`src/rtl/sram_sp_masked_init.sv`:
```
// sram_sp_masked_init
//   Single-port synchronous SRAM with per-segment write mask, optional output
//   register and a built-in zero-initialisation engine. The array is cleared
//   one entry per cycle after reset release or after an accepted init_req.
//   Read data holds its last value between reads.
//
// Ports
//   RW0_clk     clock
//   RW0_rst_n   asynchronous active-low reset
//   RW0_addr    entry address (ADDR_W bits)
//   RW0_en      access enable
//   RW0_wmode   1 = write, 0 = read
//   RW0_wmask   per-segment write enable (MASK_W bits)
//   RW0_wdata   write data (WIDTH bits)
//   RW0_rdata   read data, held between reads
//   RW0_rvalid  one-cycle pulse when RW0_rdata carries a new read result
//   RW0_ready   1 = accesses accepted, 0 = initialisation in progress
//   init_req    single-cycle request to re-run zero initialisation
module sram_sp_masked_init #(
  parameter  int DEPTH     = 4,
  parameter  int WIDTH     = 261,
  parameter  int MASK_GRAN = 261,
  parameter  int OUT_REG   = 0,
  localparam int ADDR_W    = $clog2(DEPTH),
  localparam int MASK_W    = (WIDTH + MASK_GRAN - 1) / MASK_GRAN
) (
  input  logic              RW0_clk,
  input  logic              RW0_rst_n,
  input  logic [ADDR_W-1:0] RW0_addr,
  input  logic              RW0_en,
  input  logic              RW0_wmode,
  input  logic [MASK_W-1:0] RW0_wmask,
  input  logic [WIDTH-1:0]  RW0_wdata,
  output logic [WIDTH-1:0]  RW0_rdata,
  output logic              RW0_rvalid,
  output logic              RW0_ready,
  input  logic              init_req
);

  typedef enum logic [0:0] {
    ST_INIT  = 1'b0,
    ST_READY = 1'b1
  } state_t;

  localparam logic [ADDR_W-1:0] CNT_LAST = ADDR_W'(DEPTH - 1);

  state_t             r_state;
  logic [ADDR_W-1:0]  r_cnt;
  logic [WIDTH-1:0]   r_mem [DEPTH];
  logic [WIDTH-1:0]   r_rd_data;
  logic               r_rd_valid;

  logic               w_ready;
  logic               w_in_range;
  logic               w_wr;
  logic               w_rd;
  logic               w_init_we;
  logic [WIDTH-1:0]   w_bitmask;

  assign w_ready = (r_state == ST_READY);

  // Only a non-power-of-two depth can see addresses past the last entry.
  if ((2 ** ADDR_W) == DEPTH) begin : g_pow2
    assign w_in_range = 1'b1;
  end else begin : g_npow2
    localparam logic [ADDR_W:0] DEPTH_L = (ADDR_W + 1)'(DEPTH);
    assign w_in_range = ({1'b0, RW0_addr} < DEPTH_L);
  end

  assign w_wr      = RW0_en &  RW0_wmode & w_ready & w_in_range;
  assign w_rd      = RW0_en & ~RW0_wmode & w_ready;
  // Init writes are held off while reset is asserted so reset alone never
  // modifies the array.
  assign w_init_we = (r_state == ST_INIT) & RW0_rst_n;

  // Expand the segment mask to a bit mask; the last segment may be partial.
  for (genvar s = 0; s < MASK_W; s++) begin : g_seg
    localparam int LO = s * MASK_GRAN;
    localparam int HI = ((s + 1) * MASK_GRAN < WIDTH) ? (s + 1) * MASK_GRAN : WIDTH;
    assign w_bitmask[HI-1:LO] = {(HI - LO){RW0_wmask[s]}};
  end

  // Init state machine
  always_ff @(posedge RW0_clk or negedge RW0_rst_n) begin
    if (!RW0_rst_n) begin
      r_state <= ST_INIT;
      r_cnt   <= '0;
    end else begin
      case (r_state)
        ST_INIT: begin
          if (r_cnt == CNT_LAST) begin
            r_state <= ST_READY;
            r_cnt   <= '0;
          end else begin
            r_cnt <= r_cnt + ADDR_W'(1);
          end
        end
        ST_READY: begin
          if (init_req) begin
            r_state <= ST_INIT;
            r_cnt   <= '0;
          end
        end
        default: begin
          r_state <= ST_INIT;
          r_cnt   <= '0;
        end
      endcase
    end
  end

  // Storage array; no reset on contents
  always_ff @(posedge RW0_clk) begin
    if (w_init_we) begin
      r_mem[r_cnt] <= '0;
    end else if (w_wr) begin
      r_mem[RW0_addr] <= (r_mem[RW0_addr] & ~w_bitmask) | (RW0_wdata & w_bitmask);
    end
  end

  // First read stage: data only updates on a read, otherwise it holds.
  always_ff @(posedge RW0_clk or negedge RW0_rst_n) begin
    if (!RW0_rst_n) begin
      r_rd_valid <= 1'b0;
      r_rd_data  <= '0;
    end else begin
      r_rd_valid <= w_rd;
      if (w_rd) begin
        r_rd_data <= w_in_range ? r_mem[RW0_addr] : '0;
      end
    end
  end

  if (OUT_REG != 0) begin : g_out_reg
    logic [WIDTH-1:0] r_out_data;
    logic             r_out_valid;

    always_ff @(posedge RW0_clk or negedge RW0_rst_n) begin
      if (!RW0_rst_n) begin
        r_out_valid <= 1'b0;
        r_out_data  <= '0;
      end else begin
        r_out_valid <= r_rd_valid;
        if (r_rd_valid) begin
          r_out_data <= r_rd_data;
        end
      end
    end

    assign RW0_rdata  = r_out_data;
    assign RW0_rvalid = r_out_valid;
  end else begin : g_no_out_reg
    assign RW0_rdata  = r_rd_data;
    assign RW0_rvalid = r_rd_valid;
  end

  assign RW0_ready = w_ready;

endmodule

```
`config.mk`:
```
export PLATFORM = sky130hd
export DESIGN_NAME = sram_sp_masked_init
export DESIGN_NICKNAME = d
export VERILOG_FILES = /design/src/rtl/sram_sp_masked_init.sv
export SDC_FILE = /design/constraint.sdc
export NUM_CORES = 1
export LEC_CHECK = 0
export CORE_ASPECT_RATIO = 0.5
export CORE_MARGIN = 1
export CORE_UTILIZATION = 64
export DETAILED_ROUTE_END_ITERATION = 7
export DONT_BUFFER_PORTS = 1
export PLACE_DENSITY_LB_ADDON = 0.05
export SYNTH_ARGS = -nofsm -noshare
export SYNTH_HDL_FRONTEND = slang
export SYNTH_SLANG_ARGS = --single-unit
```
`constraint.sdc`:
```
create_clock -name RW0_clk -period 14.4 [get_ports RW0_clk]
set_input_delay 3.6 -clock RW0_clk [delete_from_list [all_inputs] [get_ports RW0_clk]]
set_output_delay 3.6 -clock RW0_clk [all_outputs]
set_load 0.01 [all_outputs]
```
==> reports/metrics.yaml, run 1 <==
antenna_found_initial: 5
slew_viol_final: 174
port_buffers: 0
cts_resized: 0
grt_max_degree: 525
grt_usage: 0.2629
drc: 0
critical_path.startpoint_type: "input port"
syn_nets: 3954
cp_slowest_stage_delay_ps: 870
multiInputGateArea_um2: 19330
final.setup.tns_ps: 0
p_leak_uw: 0.02315
syn_inst: 3684
row_count: 78
final_hold_viol_count: 0
clk_latency_ps: 730
skew_ps: 16.75
ant_nets: 0
clock-root-buffer: "clkbuf_16"
path_cells: "a2bb2oi_1 > nor2_4 > buf_4 > buf_4"
cts_buffers: 113
finalNonFillerCells: 4915
regArea_um2: 37980
fin_crit_sh: 0.4733
vias_per_cell: 6.100
cts_tree: "done"
grt_pass1_vias: 30060
failed_checks: "max-slew violations"
cts_setup_buffers: 0
drive_gt1_frac: 0.3204
netlist_area_um2: 58950
arrival_ps: 7160
fp.coreArea_um2: 90960
grt_pass1_wl_mm: 186.0
h-tree-depth: 3
crit_type: "input port to flop"
critPathCaptureType: "flop"
dieArea_um2: 93410
layout.cells.most_common_list: "edfxtp_1 (1044), mux2_4 (350), dfrtp_1 (265)"
io_pins: 532
start_util: 0.6482
synth_seq_cells: 1309
synth_top_area_cell: "edfxtp_1"
drtIter0Drc: 2095
drt_first_pass_iters: 5
max_freq_mhz: 146.7
gp_congestion: 0.7739
holdBufCountCts: 0
die_x_um: 431.2
tightest_slew_ps: 1837
ys_types: 32
final_nets: 3840
setup_viol: 0
layout.cells.most_common: "edfxtp_1"
wl_mm: 124.3
final_util: 0.6930
synthTopCellsByArea: "edfxtp_1 (53%), dfrtp_1 (11%), mux2_4 (8.9%), mux2i_1 (4.4%), nor3_2 (4.4%)"
die_h_um: 216.6
cpMostUsedCell: "buf_4"
wl_per_cell_um: 25.29
ys_warn_count: 0
syn_avg_cell_area_um2: 16.00
min_path_type: "flop to flop"
via_count: 29980
synthToLayoutAreaGrowth_pct: 6.915
path_clk_slew_ps: 60
maxCapViolCount: 0
status: "complete, but fails checks"
synth.top_cell.area_share: 0.5318
slew_headroom: -0.2244
rsz0062_at_grt: "no"
slowest_stage: "nor2_4"
synth_seq_area_share: 0.6443
crit_path_max_fanout: 524
powerDensity_nw_per_um2: 168.8
ir_worst_vdd_mv: 0.1193
cts_sinks: 1309
grt_overflow: 0
critical-path-top-delay-family: "buffers and inverters"
cp_num_buf_inv: 2
dp_cells: 4695
totalPowerFinal_uw: 10640
clk_path_buf_depth: 3
hpwl_mm: 68.47
crit_required_ps: 14740
holdWs_ps: 551.3
post-route-min-period_ps: 6815
fill_cells: 6075
==> metrics by stage <==
step / area (um^2) / worst slack, ps
floorplan: 58950 / -1598
global placement: 59190 / 6857
detailed placement: 59190 / 6838
CTS: 63020 / 7615
global route: 63030 / 7490
finish: 63030 / 7585
==> cells by family (layout without fill, tap and decap cells) <==
group,count (synthesis),after routing,share of synthesized area
flops,1309,1309,0.6443
simple gates,797,797,0.08961
mux,785,785,0.1667
compound gates,527,527,0.07063
buf+inv,265,251,0.02863
fa+ha+maj,1,1,0.0002122
other cells,0,5,0
==> report_power, final <==
| group | internal [uW] | switching, uW |
|---|---|---|
| Combinational | 725 | 1090 |
| Clock | 1780 | 1360 |
| Sequential | 5120 | 557 |
| Total | 7630 | 3010 |
==> final cells by class <==
class / instances / share of cell area
sequential: 1309 / 0.6026
clock inverter: 28 / 0.004685
antenna: 5 / 0.0001985
multi-input combinational: 2110 / 0.3067
timing repair buffer: 34 / 0.005042
tap: 1240 / 0.02461
inverter: 2 / 0.0001191
clock buffer: 187 / 0.05604
==> worst paths after layout <==
| path | to | slack [ps] | depth (start not counted) | from |
|---|---|---|---|---|
| max | r_mem[2][111] | 7580 | 4 | RW0_addr[0] |
| min | RW0_rdata[113] | 550 | 2 | RW0_rdata[113] |
| max reg2reg | r_mem[2][111] | 9650 | 5 | RW0_ready |
| min reg2reg | RW0_rdata[113] | 550 | 2 | RW0_rdata[113] |
| max in group asynchronous | RW0_rdata[233] | 11420 | 0 | RW0_rst_n |
| min in group asynchronous | RW0_rdata[144] | 2570 | 0 | RW0_rst_n |
==> cells in the mapped netlist (all sizes together) <==
library cell,count
edfxtp,1044
mux2,523
dfrtp,265
nand2,263
mux2i,262
o21ai,262
nor2b,261
nor3,261
o22ai,261
buf,154
clkbuf,109
nor2,6
inv,2
a21oi,1
a2bb2oi,1
a32oi,1
and3,1
ha,1
nand2b,1
nand3,1
nand3b,1
o2bb2ai,1
or2,1
or3,1
==> worst register-to-register path, cell delays in order, from the launching register on <==
cell and delay, ps:
dfrtp_1 680, nand3_4 760, mux2i_1 410, nor2_4 920, buf_4 810, buf_4 770
==> state kept, by name, indices dropped and copies added, names as in the netlist <==
signal      cells
RW0_rdata     261
r_mem        1044
r_cnt           2
RW0_rvalid      1
RW0_ready       1
==> routing by layer <==
layer | vias up | track usage | part of all wire | routed length (um)
li1 | 13760 | - | - | -
met1 | 15410 | 0.3487 | 0.42 | 51640
met2 | 619 | 0.4416 | 0.51 | 63270
met3 | 200 | 0.04827 | 0.043 | 5303
met4 | 2 | 0.08712 | 0.033 | 4061
met5 | - | 0 | 0.00014 | 17
(Power assumes the default switching activity.)
==> inputs of run 2 (changes only) <==
==> constraint.sdc (replaced) <==
create_clock -name RW0_clk -period 6.3 [get_ports RW0_clk]
set_input_delay 1.575 -clock RW0_clk [delete_from_list [all_inputs] [get_ports RW0_clk]]
set_output_delay 1.575 -clock RW0_clk [all_outputs]
set_load 0.01 [all_outputs]
==> reports/metrics.yaml, run 2 (synthesized netlist as in run 1, its figures left out) <==
grt_usage: 0.2634
min_path_type: "flop to flop"
final_nets: 3841
final_hold_viol_count: 0
tightest_slew_ps: 2239
largest_register: "r_mem"
slew_headroom: -0.4930
critical_path.startpoint_type: "input port"
grt_overflow: 0
slowest_stage: "nand2b_4"
crit_required_ps: 6770
post-route-min-period_ps: 3577
reg2reg_depth: 5
regToRegStartpoint: "RW0_ready"
synthToLayoutAreaGrowth_pct: 7.108
status: "complete, but fails checks"
crit_start: "RW0_addr[1]"
cp_slowest_stage_delay_ps: 1060
critPathCaptureType: "flop"
slew_viol_final: 238
antenna_found_initial: 17
dpl_cell_area_um2: 59470
drtIter0Drc: 2100
start_util: 0.6482
drc: 0
cts_setup_buffers: 0
grt_pass1_vias: 30570
row_count: 78
wl_per_cell_um: 25.26
critical-path-top-delay-family: "simple AND/OR/NAND/NOR gates"
crit_path_max_fanout: 265
dieArea_um2: 93410
cts_buffers: 110
drt_first_pass_iters: 5
path_clk_slew_ps: 70
die_x_um: 431.2
clock-root-buffer: "clkbuf_16"
hp-start: "RW0_rdata[109]"
final.setup.tns_ps: 0
max_freq_mhz: 279.6
clk_latency_ps: 720
grt_max_degree: 525
hold_depth: 2
setup_viol: 0
ir_worst_vdd_mv: 0.3956
arrival_ps: 4050
largest_register_ff_count: 1044
gp_congestion: 0.7509
ant_nets: 0
layout.cells.most_common_list: "edfxtp_1 (1044), mux2_4 (351), dfrtp_1 (265)"
maxCapViolCount: 0
skew_ps: 18.80
fin_crit_sh: 0.5678
fp.coreArea_um2: 90960
cts_sinks: 1309
hpwl_mm: 66.06
failed_checks: "max-slew violations"
vias_per_cell: 6.106
drive_gt1_frac: 0.3244
rsz0062_at_grt: "no"
layout.cells.most_common: "edfxtp_1"
cp.depth: 4
via_count: 30060
port_buffers: 0
h-tree-depth: 3
path_cells: "nand2b_4 > buf_4 > o22ai_1 > nor3_1"
clk_path_buf_depth: 3
wl_mm: 124.4
cp_num_buf_inv: 1
grt_pass1_wl_mm: 187.0
io_pins: 532
cts_resized: 0
powerDensity_nw_per_um2: 382.9
die_h_um: 216.6
holdBufCountCts: 0
p_leak_uw: 0.02318
crit_type: "input port to flop"
finalInstanceArea_um2: 63140
cts_tree: "done"
## run 2: cell count changes in the layout (fill, tap and decap cells not counted), moves of 4 or more
cell / delta
clkbuf_8: -6
clkbuf_16: -10
diode_2: +11
clkinv_1: +4
buf_4: -13
clkinv_2: +16
buf_12: +17
clkbuf_1: -16
## run 2: final timing paths
| kind | endpoint | slack, ps |
|---|---|---|
| hold / removal | RW0_rdata[109] | 550 |
| setup / recovery | r_mem[2][260] | 2720 |
| hold reg to reg | RW0_rdata[109] | 550 |
| min in group asynchronous | RW0_rdata[127] | 560 |
| setup reg to reg | r_mem[1][232] | 2850 |
| max in group asynchronous | RW0_rdata[202] | 5340 |
## run 2: stage by stage
stage                     setup slack (ps)  hold WS [ps]  power, uW  cells  utilization
final                                 2723         552.9      24180   4924       0.6942
after global placement                2006         536.3      17260   4699       0.6538
after global routing                  2677         514.6      25140   4923       0.6942
after floorplan                     -143.2         517.6      16310   3684            -
after CTS                             2763         506.5      24320   4908       0.6938
after detailed placement              1999         542.4      17460   4699       0.6538
## run 2: final cells by class
| class | count | area, um^2 |
|---|---|---|
| clock inverter | 55 | 506.7 |
| multi-input combinational | 2110 | 19360 |
| antenna | 16 | 40.04 |
| clock buffer | 154 | 3132 |
| fill | 6119 | 27810 |
| timing repair buffer | 38 | 560.5 |
| tap | 1240 | 1551 |
| sequential | 1309 | 37980 |
| inverter | 2 | 7.507 |
## run 2: report_power, final
group / internal [uW] / switching (uW)
Combinational: 1720 / 2450
Sequential: 11700 / 1390
Clock: 3810 / 3110
Total: 17200 / 6960
## run 2: routing by layer
metal | global-route usage | up-vias | share of wire
li1 | - | 13770 | -
met1 | 0.3532 | 15450 | 0.42
met2 | 0.4434 | 671 | 0.51
met3 | 0.04082 | 173 | 0.040
met4 | 0.08853 | 4 | 0.029
met5 | 0 | - | 0.00018
## run 2: worst reg2reg max path, delay by kind of cell (launching register included)
kind          cells  cell delay [ps]
simple gates      2              790
flops             1              640
mux               1              570
buf+inv           2             1080
